<file path="config.mk">
export PLATFORM = sky130hd
export DESIGN_NAME = hurricane_ctrl
export DESIGN_NICKNAME = d
export VERILOG_FILES = /design/src/rtl/hood_pkg.sv /design/src/rtl/sec_tick_gen.sv /design/src/rtl/hurricane_ctrl.sv
export SDC_FILE = /design/constraint.sdc
export NUM_CORES = 1
export LEC_CHECK = 0
export BUFFER_PORTS_ARGS = -buffer_cell sky130_fd_sc_hd__buf_2
export CORE_ASPECT_RATIO = 1.4
export CORE_UTILIZATION = 50
export DETAILED_ROUTE_END_ITERATION = 16
export PLACE_DENSITY = 0.69
export SYNTH_ARGS = -nofsm -noshare
export SYNTH_HDL_FRONTEND = slang
export SYNTH_HIERARCHICAL = 1
export SYNTH_SLANG_ARGS = --single-unit
</file>
<file path="constraint.sdc">
create_clock -name clk -period 4.4 [get_ports clk]
set_input_delay 0.22 -clock clk [delete_from_list [all_inputs] [get_ports clk]]
set_output_delay 0.22 -clock clk [all_outputs]
set_load 0.01 [all_outputs]
</file>
<file path="src/rtl/hood_pkg.sv">
// Shared definitions for the range-hood mode interface: mode codes and the
// hurricane controller state encoding.
package hood_pkg;

   typedef enum logic [2:0] {
      MODE_STANDBY   = 3'b000,
      MODE_GEAR1     = 3'b001,
      MODE_GEAR2     = 3'b010,
      MODE_HURRICANE = 3'b011,
      MODE_CLEAN     = 3'b100
   } mode_e;

   typedef enum logic [2:0] {
      ST_OFF,
      ST_ARMED,
      ST_RUN,
      ST_RETURN,
      ST_SPENT
   } hc_state_e;

endpackage

</file>
<file path="src/rtl/sec_tick_gen.sv">
// One-second tick prescaler: counts 0..CLK_PER_SEC-1 while enabled and pulses
// tick on the last count; clr forces the count back to zero.
module sec_tick_gen #(
   parameter int unsigned CLK_PER_SEC = 100_000_000
) (
   input  logic clk,
   input  logic rst,
   input  logic en,
   input  logic clr,
   output logic tick
);

   localparam int unsigned W = (CLK_PER_SEC > 1) ? $clog2(CLK_PER_SEC) : 1;
   localparam logic [W-1:0] LAST = W'(CLK_PER_SEC - 1);

   logic [W-1:0] cnt_q, cnt_d;

   always_comb begin
      cnt_d = cnt_q;
      if (clr) begin
         cnt_d = '0;
      end else if (en) begin
         cnt_d = (cnt_q == LAST) ? '0 : cnt_q + 1'b1;
      end
   end

   always_ff @(posedge clk or negedge rst) begin
      if (!rst) cnt_q <= '0;
      else      cnt_q <= cnt_d;
   end

   assign tick = en & (cnt_q == LAST);

endmodule

</file>
<file path="src/rtl/hurricane_ctrl.sv">
// Hurricane (mode 3) permission controller: run countdown, menu-triggered
// return-to-gear-2 countdown, and once-per-power-on lockout.
module hurricane_ctrl
   import hood_pkg::*;
#(
   parameter int unsigned CLK_PER_SEC   = 100_000_000,
   parameter int unsigned HURRICANE_SEC = 60,
   parameter int unsigned RETURN_SEC    = 60
) (
   input  logic       clk,
   input  logic       rst,
   input  logic       machine_state,
   input  logic [2:0] mode_state,
   input  logic       menu_btn,
   output logic       hurricane_mode_enabled,
   output logic       return_state,
   output logic [7:0] countdown_sec,
   output logic       countdown_active
);

   hc_state_e  state_q, state_d;
   logic [7:0] cd_q, cd_d;
   logic       ret_q, ret_d;
   logic       en_q, en_d;
   logic       act_q, act_d;
   logic       menu_prev_q;
   logic       tick, clr, counting, menu_edge, is_hurr;

   assign counting  = (state_q == ST_RUN) || (state_q == ST_RETURN);
   assign menu_edge = menu_btn & ~menu_prev_q;
   assign is_hurr   = (mode_state == MODE_HURRICANE);

   sec_tick_gen #(.CLK_PER_SEC(CLK_PER_SEC)) u_tick (
      .clk  (clk),
      .rst  (rst),
      .en   (counting),
      .clr  (clr),
      .tick (tick)
   );

   always_comb begin
      state_d = state_q;
      cd_d    = cd_q;
      ret_d   = ret_q;
      clr     = ~counting;
      if (!machine_state) begin
         state_d = ST_OFF;
         cd_d    = '0;
         ret_d   = 1'b0;
      end else begin
         case (state_q)
            ST_OFF: state_d = ST_ARMED;
            ST_ARMED: begin
               ret_d = 1'b0;
               if (is_hurr) begin
                  state_d = ST_RUN;
                  cd_d    = 8'(HURRICANE_SEC);
               end
            end
            ST_RUN: begin
               // expiry outranks a same-cycle menu edge
               if (!is_hurr) begin
                  state_d = ST_SPENT;
                  cd_d    = '0;
               end else if (tick && cd_q == 8'd1) begin
                  state_d = ST_SPENT;
                  cd_d    = '0;
                  ret_d   = 1'b0;
               end else if (menu_edge) begin
                  state_d = ST_RETURN;
                  cd_d    = 8'(RETURN_SEC);
                  ret_d   = 1'b1;
                  clr     = 1'b1;
               end else if (tick && cd_q != '0) begin
                  cd_d = cd_q - 8'd1;
               end
            end
            ST_RETURN: begin
               if (!is_hurr || (tick && cd_q == 8'd1)) begin
                  state_d = ST_SPENT;
                  cd_d    = '0;
               end else if (tick && cd_q != '0) begin
                  cd_d = cd_q - 8'd1;
               end
            end
            ST_SPENT: cd_d = '0;
            default: begin
               state_d = ST_OFF;
               cd_d    = '0;
               ret_d   = 1'b0;
            end
         endcase
      end
      en_d  = (state_d == ST_ARMED) || (state_d == ST_RUN) || (state_d == ST_RETURN);
      act_d = (state_d == ST_RUN) || (state_d == ST_RETURN);
   end

   always_ff @(posedge clk or negedge rst) begin
      if (!rst) begin
         state_q     <= ST_OFF;
         cd_q        <= '0;
         ret_q       <= 1'b0;
         en_q        <= 1'b0;
         act_q       <= 1'b0;
         menu_prev_q <= 1'b0;
      end else begin
         state_q     <= state_d;
         cd_q        <= cd_d;
         ret_q       <= ret_d;
         en_q        <= en_d;
         act_q       <= act_d;
         menu_prev_q <= menu_btn;
      end
   end

   assign hurricane_mode_enabled = en_q;
   assign return_state           = ret_q;
   assign countdown_sec          = cd_q;
   assign countdown_active       = act_q;

endmodule

</file>
==> flow_summary.yaml <==
pwr:
  p_leak_nw: 1.11
  powerDensity_mw_per_mm2: 273
  ir_drop_mv: 0.167
cts:
  cts-root-buf: "clkbuf_8"
  cts_hold_buf: 0
  cts.htree.levels: 2
  clockBufferDepth: 2
  post_cts_buffers: 0
  path_clk_slew_ns: 0.08
  cts_tree: "done"
  cts_resized: 0
  cts_made_buffers: 5
  cts.sinks: 42
  insertion_delay_ns: 0.30
synth:
  yosysTopAreaCellShare: 0.424
  synth_area_mm2: 0.00248
  synth_top_area_cell: "dfrtp_1"
  synth_seq_area_share: 0.424
  ys_ff_latch: 42
  yosysWarnings: 6
  synthTopCellsByArea: "dfrtp_1 42%, xor2_1 4.9%, nor2_1 4.5%"
  yosysMostFrequentCell: "dfrtp_1"
  synth_edf_count: 0
  synthTopCellsByCount: "42 x dfrtp_1, 30 x nor2_1, 15 x nand2_1, 14 x nand4_1, 14 x xor2_1"
  yosys_most_used_dff: "dfrtp_1"
  async_flop_share: 1.00
  synth.avg_cell_area_um2: 9.43
  synth_nets: 273
  syn_inst: 263
  ys_types: 56
setup_path:
  worst_ep_arrival_time_ns: 3.69
  r2r_end: "u_tick/cnt_q[21]"
  critical_path_class: "reg -> reg"
  r2r_slack_ns: 0.85
  worstPathMaxFanout: 14
  worstSetupStartpoint: "u_tick/cnt_q[0]"
  r2r-start: "u_tick/cnt_q[0]"
  worstSetupStartpointType: "flop"
  endpoint: "u_tick/cnt_q[21]"
  rr_worst_depth: 13
  critical_path_required_ns: 4.54
  critPathCaptureType: "flop"
global_route:
  grt_use_total: 0.249
  grt-busiest-layer: "met2"
  gr-usage-met3: 0.0427
  grt_pass1_wl_mm: 9.70
  grt_use_met2: 0.435
  grt_pass1_vias: 2102
  antenna_found_initial: 0
  grt.overflow.total: 0
  grt_max_degree: 43
  met1_usage: 0.272
drt:
  via_per_inst: 6.18
  detail-route-antenna-nets: 0
  dr.pass1.iters: 6
  vias: 2151
  wl_per_cell_um: 16.8
  drt_iter0_markers: 93
  finalWirelength_mm: 5.84
  drc: 0
floorplan:
  core.rowCount: 30
  ios: 18
  dieArea_mm2: 0.00525
  core_mm2: 0.00480
  initial_utilization: 0.516
  die_x_um: 61.5
  die_y_um: 85.4
timing:
  setup_viol: 0
  fmax_mhz: 282
  rsz0062_at_grt: "no"
  tightest_slew_ns: 0.963
  finClkSkew_ns: 0.00741
  fin_tns_setup_ns: 0
  hold_viol: 0
  min_period_ns: 3.55
  slew-limit-headroom: 0.354
  whs_ns: 0.0418
  drv_slew: 0
  finalCritPeriodShare: 0.806
layout:
  drive_gt1_frac: 0.130
  diodes: 0
  fin_util: 0.572
  stdcell_count: 348
  nets: 294
  areaGrowthSynthToFinish_pct: 10.7
  fillers: 468
placement:
  dpl.hpwl_mm: 4.31
  port_buffers: 17
  gp_congestion: 0.987
  placed_cells: 341
run_status:
  status: "finished, final reports clean"
hold_path:
  min_path_type: "in -> reg"
run:
  cap_violations: 0
==> routing by layer <==
layer  part of all wire  wire (um)  up-vias
li1                   -          -     1028
met1               0.39       2300     1040
met2               0.53       3080       60
met3              0.034        198       23
met4              0.044        256        0
met5                  0          0        -
==> placed cells by master, fill, tap and decap left out, types with 3 or more instances in the layout <==
master	n
dfrtp_1	42
nor2_1	30
buf_2	17
nand2_1	15
nand4_1	14
xor2_1	14
nand3_1	13
inv_1	12
o21ai_0	12
a31oi_1	7
and4_1	7
a21oi_1	6
clkbuf_8	6
nand2b_1	5
nor3b_1	5
and2_1	5
nor3_1	4
o22ai_1	4
a32o_1	4
nand3b_1	3
o211ai_1	3
a21boi_0	3
nor2b_1	3
nor4_1	3
ha_1	3
nor4b_1	3
and3_1	3
==> layout make-up <==
type | instances | area, um2 | area share
inverters | 12 | 45.0 | 0.0164
well taps | 64 | 80.1 | 0.0292
clock inverters | 1 | 30.0 | 0.0109
repair buffers | 18 | 92.6 | 0.0337
multi-input cells | 205 | 1370 | 0.497
flip-flops and latches | 42 | 1050 | 0.383
clock buffers | 6 | 82.6 | 0.0301
==> how the worst min path moves through the flow <==
stage | start | to | slack, ns | depth (start not counted)
6_report | menu_btn | menu_prev_q | 0.04 | 1
5_1_grt | menu_btn | menu_prev_q | 0.03 | 1
4_1_cts | menu_btn | menu_prev_q | 0.04 | 1
3_5_place_dp | menu_btn | menu_prev_q | 0.35 | 1
3_3_place_gp | menu_btn | menu_prev_q | 0.35 | 1
2_1_floorplan | rst | countdown_active | -0.08 | 0
==> stage by stage <==
step | instance area, um2 | worst slack (ns) | power, mW
2_1_floorplan | 2480 | 1.31 | 0.426
3_3_place_gp | 2630 | 0.967 | 0.447
3_5_place_dp | 2630 | 0.872 | 0.447
4_1_cts | 2750 | 0.851 | 0.760
5_1_grt | 2750 | 0.594 | 0.783
6_report | 2750 | 0.853 | 0.751
==> state kept, by name (all words and copies together) (netlist names) <==
name / count
u_tick/cnt_q: 27
countdown_sec: 8
state_q: 3
countdown_active: 1
hurricane_mode_enabled: 1
menu_prev_q: 1
return_state: 1
==> critical path, stage by stage (launching register included) <==
cell and delay [ns]:
dfrtp_1 0.42, ha_1 0.27, and4_1 0.28, and4_1 0.24, and2_1 0.18, nor4b_4 0.16, a311o_2 0.43, o21ai_0 0.18
buf_4 0.23, nor2_1 0.13, nor3_2 0.45, nand4_1 0.20, xor2_1 0.18, nor2_1 0.05
==> power by group <==
part           internal [mW]  switching [mW]
logic                 0.0149          0.0295
clock network          0.182           0.130
registers              0.390         0.00521
total                  0.586           0.165
==> logic make-up (layout without fill, tap and decap cells) <==
group,count (synthesis),count (layout),share of synthesized area
and+or+nand+nor,131,131,0.324
AOI/OAI and AO/OA,53,53,0.146
DFF,42,42,0.424
xor gates and xnor gates,16,16,0.0565
buffers and inverters,16,37,0.0262
adders and majority gates,3,3,0.0151
muxes,2,2,0.00807
Note: power is estimated with default switching activity, not from simulation.
